<file path="src/rtl/mips_pkg.sv">
// Shared types for the MIPS load/store path: memory op codes, LSU FSM states
// and the small decode helpers used by both Control and the LSU.
package mips_pkg;

  typedef enum logic [2:0] {
    LW = 3'd0,
    LH = 3'd1,
    LB = 3'd2,
    SW = 3'd3,
    SH = 3'd4,
    SB = 3'd5
  } mem_op_e;

  typedef enum logic [1:0] {
    IDLE,
    READ,
    WRITE,
    DONE
  } lsu_state_e;

  localparam int unsigned READ_LAT_MAX = 7;
  localparam int unsigned CNT_W        = $clog2(READ_LAT_MAX + 1);

  // Unused encodings behave as a word load.
  function automatic mem_op_e decodeOp(input logic [2:0] raw);
    mem_op_e op;
    case (raw)
      3'd1:    op = LH;
      3'd2:    op = LB;
      3'd3:    op = SW;
      3'd4:    op = SH;
      3'd5:    op = SB;
      default: op = LW;
    endcase
    return op;
  endfunction

  function automatic logic isMisaligned(input mem_op_e op, input logic [1:0] off);
    logic mis;
    case (op)
      LW, SW:  mis = (off != 2'b00);
      LH, SH:  mis = off[0];
      default: mis = 1'b0;
    endcase
    return mis;
  endfunction

endpackage

</file>
<file path="src/rtl/load_store_unit_if.sv">
// Request/response bundle from Control plus the data-memory port of the LSU.
interface load_store_unit_if;

  logic        req_valid;
  logic        req_ready;
  logic [2:0]  req_op;
  logic [31:0] req_addr;
  logic [31:0] req_wdata;
  logic        done;
  logic        err;
  logic [31:0] ld_data;
  logic [31:0] mem_addr;
  logic        mem_wr;
  logic [31:0] mem_wdata;
  logic [31:0] mem_rdata;

  modport master (
    output req_valid, req_op, req_addr, req_wdata, mem_rdata,
    input  req_ready, done, err, ld_data, mem_addr, mem_wr, mem_wdata
  );

  modport slave (
    input  req_valid, req_op, req_addr, req_wdata, mem_rdata,
    output req_ready, done, err, ld_data, mem_addr, mem_wr, mem_wdata
  );

endinterface

</file>
<file path="src/rtl/lsu_lane_align.sv">
// Big-endian lane handling: load extraction with sign extension, and merging
// a byte/halfword store into the previously read word.
module lsu_lane_align
  import mips_pkg::*;
(
  input  mem_op_e     op_i,
  input  logic [1:0]  off_i,
  input  logic [31:0] word_i,
  input  logic [31:0] wdata_i,
  output logic [31:0] ldData_o,
  output logic [31:0] stWord_o
);

  logic [4:0]  byteShift;
  logic [4:0]  halfShift;
  logic [7:0]  byteLane;
  logic [15:0] halfLane;

  // Offset 0 is the most significant lane, so shift distance counts down from the top.
  assign byteShift = {~off_i, 3'b000};
  assign halfShift = {~off_i[1], 4'b0000};
  assign byteLane  = 8'(word_i >> byteShift);
  assign halfLane  = 16'(word_i >> halfShift);

  always_comb begin
    ldData_o = word_i;
    stWord_o = wdata_i;
    case (op_i)
      LB: ldData_o = {{24{byteLane[7]}}, byteLane};
      LH: ldData_o = {{16{halfLane[15]}}, halfLane};
      SB: stWord_o = (word_i & ~(32'h0000_00FF << byteShift)) |
                     ({24'b0, wdata_i[7:0]} << byteShift);
      SH: stWord_o = (word_i & ~(32'h0000_FFFF << halfShift)) |
                     ({16'b0, wdata_i[15:0]} << halfShift);
      default: ;
    endcase
  end

endmodule

</file>
<file path="src/rtl/load_store_unit.sv">
// Single-outstanding load/store unit: word memory port with fixed read latency,
// misalignment detection, and read-modify-write for byte/halfword stores.
module load_store_unit
  import mips_pkg::*;
#(
  parameter int unsigned READ_LAT = 2
) (
  input  logic             clk_i,
  input  logic             reset_ni,
  load_store_unit_if.slave bus
);

  lsu_state_e       state_q, state_d;
  mem_op_e          op_q, op_d;
  logic [31:0]      addr_q, addr_d;
  logic [31:0]      wdata_q, wdata_d;
  logic [31:0]      word_q, word_d;
  logic [CNT_W-1:0] cnt_q, cnt_d;
  logic             err_q, err_d;
  logic [31:0]      ldData_q, ldData_d;

  mem_op_e     reqOp;
  logic [31:0] alignWord;
  logic [31:0] alignLd;
  logic [31:0] alignSt;

  assign reqOp     = decodeOp(bus.req_op);
  assign alignWord = (state_q == READ) ? bus.mem_rdata : word_q;

  lsu_lane_align u_align (
    .op_i     (op_q),
    .off_i    (addr_q[1:0]),
    .word_i   (alignWord),
    .wdata_i  (wdata_q),
    .ldData_o (alignLd),
    .stWord_o (alignSt)
  );

  always_ff @(posedge clk_i or negedge reset_ni) begin
    if (!reset_ni) begin
      state_q  <= IDLE;
      op_q     <= LW;
      addr_q   <= '0;
      wdata_q  <= '0;
      word_q   <= '0;
      cnt_q    <= '0;
      err_q    <= 1'b0;
      ldData_q <= '0;
    end else begin
      state_q  <= state_d;
      op_q     <= op_d;
      addr_q   <= addr_d;
      wdata_q  <= wdata_d;
      word_q   <= word_d;
      cnt_q    <= cnt_d;
      err_q    <= err_d;
      ldData_q <= ldData_d;
    end
  end

  always_comb begin
    state_d  = state_q;
    op_d     = op_q;
    addr_d   = addr_q;
    wdata_d  = wdata_q;
    word_d   = word_q;
    cnt_d    = cnt_q;
    err_d    = err_q;
    ldData_d = ldData_q;
    case (state_q)
      IDLE: begin
        if (bus.req_valid) begin
          op_d    = reqOp;
          addr_d  = bus.req_addr;
          wdata_d = bus.req_wdata;
          cnt_d   = '0;
          err_d   = 1'b0;
          if (isMisaligned(reqOp, bus.req_addr[1:0])) begin
            err_d   = 1'b1;
            state_d = DONE;
          end else if (reqOp == SW) begin
            state_d = WRITE;
          end else begin
            state_d = READ;
          end
        end
      end
      READ: begin
        // The memory word is only guaranteed valid in the final counted cycle.
        if (cnt_q == CNT_W'(READ_LAT - 1)) begin
          cnt_d  = '0;
          word_d = bus.mem_rdata;
          if (op_q == SH || op_q == SB) begin
            state_d = WRITE;
          end else begin
            ldData_d = alignLd;
            state_d  = DONE;
          end
        end else begin
          cnt_d = cnt_q + 1'b1;
        end
      end
      WRITE:   state_d = DONE;
      DONE:    state_d = IDLE;
      default: state_d = IDLE;
    endcase
  end

  assign bus.req_ready = (state_q == IDLE);
  assign bus.done      = (state_q == DONE);
  assign bus.err       = (state_q == DONE) && err_q;
  assign bus.mem_wr    = (state_q == WRITE);
  assign bus.mem_addr  = (state_q == READ || state_q == WRITE) ? {addr_q[31:2], 2'b00} : '0;
  assign bus.mem_wdata = (state_q == WRITE) ? alignSt : '0;
  assign bus.ld_data   = ldData_q;

endmodule
</file>
<file path="src/flat_wrapper.sv">
// flat-port wrapper written by rule: the top's interface ports become plain ports
module load_store_unit_flat import mips_pkg::*;
#(
  parameter int unsigned READ_LAT = 2
)
  (clk_i, reset_ni, bus_req_valid, bus_req_op, bus_req_addr, bus_req_wdata, bus_mem_rdata, bus_req_ready, bus_done, bus_err, bus_ld_data, bus_mem_addr, bus_mem_wr, bus_mem_wdata);
  load_store_unit_if bus_i ();
  input  logic clk_i;
  input  logic reset_ni;
  input wire logic [$bits(bus_i.req_valid)-1:0] bus_req_valid;
  input wire logic [$bits(bus_i.req_op)-1:0] bus_req_op;
  input wire logic [$bits(bus_i.req_addr)-1:0] bus_req_addr;
  input wire logic [$bits(bus_i.req_wdata)-1:0] bus_req_wdata;
  input wire logic [$bits(bus_i.mem_rdata)-1:0] bus_mem_rdata;
  output wire logic [$bits(bus_i.req_ready)-1:0] bus_req_ready;
  output wire logic [$bits(bus_i.done)-1:0] bus_done;
  output wire logic [$bits(bus_i.err)-1:0] bus_err;
  output wire logic [$bits(bus_i.ld_data)-1:0] bus_ld_data;
  output wire logic [$bits(bus_i.mem_addr)-1:0] bus_mem_addr;
  output wire logic [$bits(bus_i.mem_wr)-1:0] bus_mem_wr;
  output wire logic [$bits(bus_i.mem_wdata)-1:0] bus_mem_wdata;
  assign bus_i.req_valid = bus_req_valid;
  assign bus_i.req_op = bus_req_op;
  assign bus_i.req_addr = bus_req_addr;
  assign bus_i.req_wdata = bus_req_wdata;
  assign bus_i.mem_rdata = bus_mem_rdata;
  assign bus_req_ready = bus_i.req_ready;
  assign bus_done = bus_i.done;
  assign bus_err = bus_i.err;
  assign bus_ld_data = bus_i.ld_data;
  assign bus_mem_addr = bus_i.mem_addr;
  assign bus_mem_wr = bus_i.mem_wr;
  assign bus_mem_wdata = bus_i.mem_wdata;
  load_store_unit #(.READ_LAT(READ_LAT)) u_core (.clk_i(clk_i), .reset_ni(reset_ni), .bus(bus_i));
endmodule
</file>
<file path="config.mk">
export PLATFORM = sky130hd
export DESIGN_NAME = load_store_unit_flat
export DESIGN_NICKNAME = d
export VERILOG_FILES = /design/src/rtl/mips_pkg.sv /design/src/rtl/load_store_unit_if.sv /design/src/rtl/lsu_lane_align.sv /design/src/rtl/load_store_unit.sv /design/src/flat_wrapper.sv
export SDC_FILE = /design/constraint.sdc
export NUM_CORES = 1
export LEC_CHECK = 0
export BUFFER_PORTS_ARGS = -buffer_cell sky130_fd_sc_hd__buf_2
export CAP_MARGIN = 30
export CORE_ASPECT_RATIO = 1.5
export CORE_MARGIN = 2
export CORE_UTILIZATION = 45
export DETAILED_ROUTE_END_ITERATION = 8
export GPL_ROUTABILITY_DRIVEN = 0
export PLACE_DENSITY = 0.75
export SYNTH_ARGS = -nofsm -noshare
export SYNTH_HDL_FRONTEND = slang
export SYNTH_SLANG_ARGS = --single-unit
</file>
<file path="constraint.sdc">
create_clock -name clk_i -period 3.8 [get_ports clk_i]
set_input_delay 1.14 -clock clk_i [delete_from_list [all_inputs] [get_ports clk_i]]
set_output_delay 1.14 -clock clk_i [all_outputs]
set_load 0.005 [all_outputs]
</file>
# Word level (Yosys, flattened, before mapping)
# Cells that the tools add are included.
[word_totals]
in_bits = 102
wordCells = 75
regBits = 137
out_inout_bits = 100
[op_classes]
addsub = 1
n_eq_ne = 18
bitwise = 9
reduce_logical = 14
muxes = 19
shifts = 6
[op_table]
columns = ["op", "n"]
rows = [
  ["one-hot mux 32 bit (2 select lines)", 2],
  ["two-way mux 32 bit", 3],
  ["bitwise AND 32 bit", 2],
  ["inverter 32 bit", 2],
  ["bitwise OR 32 bit", 2],
  ["<< shifter 16 x 5 -> 32 bit", 1],
  ["<< shifter 16 x 5 -> 32 bit, first input constant", 1],
  ["<< shifter 8 x 5 -> 32 bit", 1],
  ["<< shifter 8 x 5 -> 32 bit, first input constant", 1],
  [">> shifter 32 x 5 -> 16 bit", 1],
  [">> shifter 32 x 5 -> 8 bit", 1],
  ["equality test 3 bit, second input constant", 5],
  ["one-hot mux 3 bit (5 select lines)", 1],
  ["equality test 3 x 1 -> 1 bit, second input constant", 4],
  ["equality test 3 x 2 -> 1 bit, second input constant", 4],
  ["two-way mux 2 bit", 4],
  ["one-hot mux 2 bit (4 select lines)", 1],
  ["AND reduction 2 bit", 4],
  ["two-way mux 3 bit", 2],
  ["one-hot mux 3 bit (2 select lines)", 1],
  ["equality test 2 bit, second input constant", 2],
  ["two-way mux 1 bit", 4],
  ["!= test 2 bit, second input constant", 2],
  ["nonzero test 2 bit", 2],
  ["11 further kinds", 14],
]

# Logic depth before layout (Yosys ltp)
[depth]
depth_word = 10
ltp_mapped = 10
depth_no_buf = 7

# By module
# From an unflattened synthesis, not the netlist that was laid out.
[unflattened]
cells_unflattened = 637
area_unflattened_um2 = 7776.2
[modules_own_cells]
columns = ["mod", "cells_each", "seq_area_each_um2", "area_each_um2", "n_inst"]
rows = [
  ["load_store_unit", 444, 3428.3, 6237.2, 1],
  ["lsu_lane_align", 193, 0.0, 1539.0, 1],
]

# Worst setup path after synthesis
# No wires, ideal clock.
[synth_path]
path_type = "register to output"
startpoint = "reg u_core.state_q[1]"
endpoint = "out bus_mem_wdata[2]"
required_time_ns = 2.660
setup_slack_ns = 0.767
stages_incl_launch_ff = 10
t_arrival_ns = 1.893
cell_sequence = "dfrtp_1 inv_1 ha_1 buf_2 buf_2 buf_2 buf_2 mux2i_1 nand2_1 o211a_1"
[synth_via]
elab_chain_len = 6
[synth_rtl]
columns = ["item", "line", "text"]
rows = [
  ["start: declaration", "load_store_unit.sv:13", "lsu_state_e state_q, state_d;"],
  ["start signal: assignment", "load_store_unit.sv:50", "state_q <= state_d;"],
  ["equality test 2 x 1 -> 1 bit", "load_store_unit.sv:28", "assign alignWord = (state_q == READ) ? bus.mem_rdata : word_q;"],
  ["two-way mux 32 bit", "load_store_unit.sv:28", ""],
  ["bitwise AND 32 bit, on equally long branches", "lsu_lane_align.sv:33, lsu_lane_align.sv:31", ""],
  ["bitwise OR 32 bit, on equally long branches", "lsu_lane_align.sv:33, lsu_lane_align.sv:31", ""],
  ["one-hot mux 32 bit (2 select lines)", "lsu_lane_align.sv:28", "case (op_i)"],
  ["two-way mux 32 bit (*)", "load_store_unit.sv:114", "assign bus.mem_wdata = (state_q == WRITE) ? alignSt : '0;"],
  ["end: declaration", "flat_wrapper.sv:21", "output wire logic [$bits(bus_i.mem_wdata)-1:0] bus_mem_wdata;"],
]
# Mark *: on every way between the ends. The rest lies on a longest branch, timed or not.

# Final worst setup path
[layout_path]
startpoint = "reg u_core.state_q[1]"
endpoint = "out bus_mem_wdata[10]"
# Same word-level chain as after synthesis.

==> impl_metrics.env <==
export IMPL_post_dp_cell_area_sq_um=8787
export IMPL_hold_violations=0
export IMPL_io_pins=202
export IMPL_synth_cell_types=49
export IMPL_start_util=0.4556
export IMPL_critPathMaxStageDelay_ns=0.47
export IMPL_power_density_nw_per_um2=994.4
export IMPL_drtAntennaViolNets=0
export IMPL_io_buffers=199
export IMPL_dieArea_sq_um=17980
export IMPL_worst_slack_ns=0.1544
export IMPL_firstDrtPassIters=5
export IMPL_post_route_period_util=0.9594
export IMPL_setup_violations=0
export IMPL_num_rows=58
export IMPL_clock_sinks=137
export IMPL_critPathTopFamily="buffers and inverters"
export IMPL_avgSynthCellArea_sq_um=10.39
export IMPL_critPathCaptureType="primary output"
export IMPL_crit_chain="inv_1 > ha_4 > buf_12 > mux2i_1 > nand2_1 > o21ai_0 > a211oi_2 > buf_2"
export IMPL_grt_remaining_overflow=0
export IMPL_outcome="finished clean"
export IMPL_fin_setup_tns_ns=0
export IMPL_area_delta_synth_final_pct=24.91
export IMPL_holdWs_ns=0.4866
export IMPL_fin_area_sq_um=9499
export IMPL_yosysWarnings=0
export IMPL_die_y_um=163.2
export IMPL_via_per_inst=5.684
export IMPL_switchingPower_mw=3.733
export IMPL_core_sq_um=16690
export IMPL_post_cts_setup_buffers=0
export IMPL_cts_tree="yes"
export IMPL_relSlewSlack=0.4743
export IMPL_vdd_drop_max_mv=0.5127
export IMPL_finalNonFillerCells=1134
export IMPL_clock_root_buffer="clkbuf_16"
export IMPL_cts_buffers=17
export IMPL_critical_path_buf_inv_count=3
export IMPL_track_usage=0.2551
export IMPL_fin_skew_ns=0.01161
export IMPL_die_w_um=110.1
export IMPL_synth_edf_count=0
export IMPL_cp_slowest_cell="mux2i_1"
export IMPL_netlist_area_sq_um=7605
export IMPL_switching_share=0.3952
export IMPL_grt_max_degree=71
export IMPL_cts_path_max_buffers=2
export IMPL_utilization=0.5691
export IMPL_drv_cap=0
export IMPL_arrival_ns=2.51
export IMPL_fmax_mhz=274.3
export IMPL_grt_pass1_vias=6449
export IMPL_wl_per_cell_um=19.90
export IMPL_cp_start_kind="flip-flop"
export IMPL_worst_slew_pin_slew_ns=0.7885
export IMPL_synth_seq_cells=137
export IMPL_ys_flop_type="dfrtp_1"
export IMPL_rsz0062_at_grt="no"
export IMPL_yosysSeqAreaShare=0.4508
export IMPL_drive_gt1_frac=0.4106
export IMPL_clk_latency_ns=0.42
export IMPL_wl_um=22570
export IMPL_dp_slack_ns=0.4201
export IMPL_power_leakage_nw=4.429
export IMPL_drc=0
export IMPL_antenna_found_initial=1
export IMPL_dp_cells=1101
export IMPL_hp_class="reg -> reg"
export IMPL_comb_power_share=0.499
export IMPL_drtIter0Drc=651
export IMPL_power_mw=9.446
export IMPL_fin_crit_ns=3.646
export IMPL_intPower_mw=5.714
export IMPL_async_flop_share=1.000
export IMPL_p_clk_frac=0.206
export IMPL_nets=1016
export IMPL_ctsHoldBuffers=0
export IMPL_seq_power_share=0.295
export IMPL_htreeDepth=4
export IMPL_worstPathMaxFanout=17
export IMPL_syn_inst=732
export IMPL_clk_pin_slew_ns=0.06
export IMPL_worstSetupPathType="reg -> out"
export IMPL_required_ns=2.66
export IMPL_grt_pass1_wl_um=34470
export IMPL_place_detailed_hpwl_um=16720
export IMPL_vias=6446
export IMPL_maxSlewViolCount=0
==> routing by layer <==
| layer | global-route usage | part of all wire |
|---|---|---|
| met5 | 0 | 0 |
| met4 | 0.1256 | 0.046 |
| met3 | 0.05866 | 0.069 |
| met2 | 0.4437 | 0.51 |
| met1 | 0.2887 | 0.37 |
==> power groups by stage <==
stage / sequential, mW / clock (mW) / combinational [mW]
after global placement: 2.74 / 0 / 4.59
final: 2.79 / 1.95 / 4.71
after CTS: 2.76 / 1.97 / 4.70
after detailed placement: 2.78 / 0 / 4.65
after global routing: 2.86 / 2.03 / 5.13
after floorplan: 2.56 / 0 / 3.20
==> synth_stat cells (2+ instances only) <==
library cell | n | share of area
a21oi_1 | 20 | 0.013
buf_1 | 4 | 0.0020
mux4_2 | 5 | 0.015
nor2_1 | 53 | 0.026
nor3_1 | 11 | 0.0072
o221ai_1 | 8 | 0.0092
a2111oi_0 | 2 | 0.0023
o211ai_1 | 3 | 0.0030
and2_1 | 38 | 0.031
inv_1 | 10 | 0.0049
o21ai_0 | 38 | 0.025
buf_2 | 10 | 0.0066
buf_6 | 3 | 0.0044
mux2_2 | 113 | 0.17
o22a_1 | 9 | 0.010
a21o_1 | 2 | 0.0020
o211a_1 | 8 | 0.011
o32a_1 | 2 | 0.0026
nor2b_1 | 5 | 0.0041
clkbuf_1 | 43 | 0.021
a22oi_1 | 7 | 0.0069
ha_1 | 4 | 0.0066
dfrtp_1 | 137 | 0.45
nand2_1 | 73 | 0.036
buf_4 | 2 | 0.0020
nand2b_1 | 10 | 0.0082
mux2i_1 | 33 | 0.043
nand3_1 | 5 | 0.0033
a2bb2oi_1 | 7 | 0.0081
o21bai_1 | 2 | 0.0020
a31oi_1 | 24 | 0.020
a21boi_0 | 13 | 0.013
a211oi_1 | 12 | 0.012
==> cell type report <==
type                       count  area, sq um
fill                        1468         7192
inverter                      10        37.54
timing repair buffer         220         1185
tap                          210        262.8
multi-input combinational    524         3889
antenna                        1        2.502
clock inverter                10        210.2
clock buffer                  22        484.2
sequential                   137         3428
==> repair_timing <==
action | in CTS | in global routing
endpoints found under the setup margin | 3 | 1
resized for setup | 1 | 1
gates cloned | 0 | 0
==> cell usage in the layout, fill, tap and decap left out, drive strengths merged, types with 4 or more instances in the layout <==
master / n
nand3: 5
nand2: 73
mux2i: 33
nand2b: 10
inv: 12
nor3: 12
o211a: 8
nor2: 54
dfrtp: 137
buf: 220
a22oi: 7
o221ai: 8
a211oi: 12
a31oi: 24
nor2b: 5
clkbuf: 22
mux4: 5
mux2: 114
ha: 4
a21boi: 13
a21oi: 20
and2: 38
bufinv: 6
a2bb2oi: 7
o21ai: 38
o22a: 9
==> path summary, 6_finish.rpt <==
kind / startpoint / end / slack, ns / cells past startpoint
max: u_core.state_q[1] / bus_mem_wdata[10] / 0.15 / 8
min: u_core.err_q / u_core.err_q / 0.49 / 2
max reg2reg: u_core.addr_q[0] / u_core.bus.ld_data[24] / 1.08 / 6
min reg2reg: u_core.err_q / u_core.err_q / 0.49 / 2
max in group asynchronous: reset_ni / u_core.addr_q[30] / 2.20 / 2
min in group asynchronous: reset_ni / u_core.bus.ld_data[24] / 0.72 / 1
==> tightest hold or removal path: cells and delay by family, from the launching register on <==
kind | cells | cell delay [ns]
compound gates | 1 | 0.06
simple gates | 1 | 0.05
flops | 1 | 0.34
==> sequential cells by signal (all words and copies together), names as in the netlist <==
signal	count
u_core.addr_q	32
u_core.bus.ld_data	32
u_core.wdata_q	32
u_core.word_q	32
u_core.cnt_q	3
u_core.op_q	3
u_core.state_q	2
u_core.err_q	1
==> cells by family after synthesis <==
group	Yosys count	synth area share
AO/OA/AOI/OAI	163	0.1484
adder cells (fa/ha/maj)	5	0.007898
other	1	0.0004931
AND/OR/NAND/NOR	202	0.1237
flip-flops	137	0.4508
buffers and inverters	72	0.04113
multiplexers	152	0.2275
Note: power is estimated with default switching activity, not from simulation.
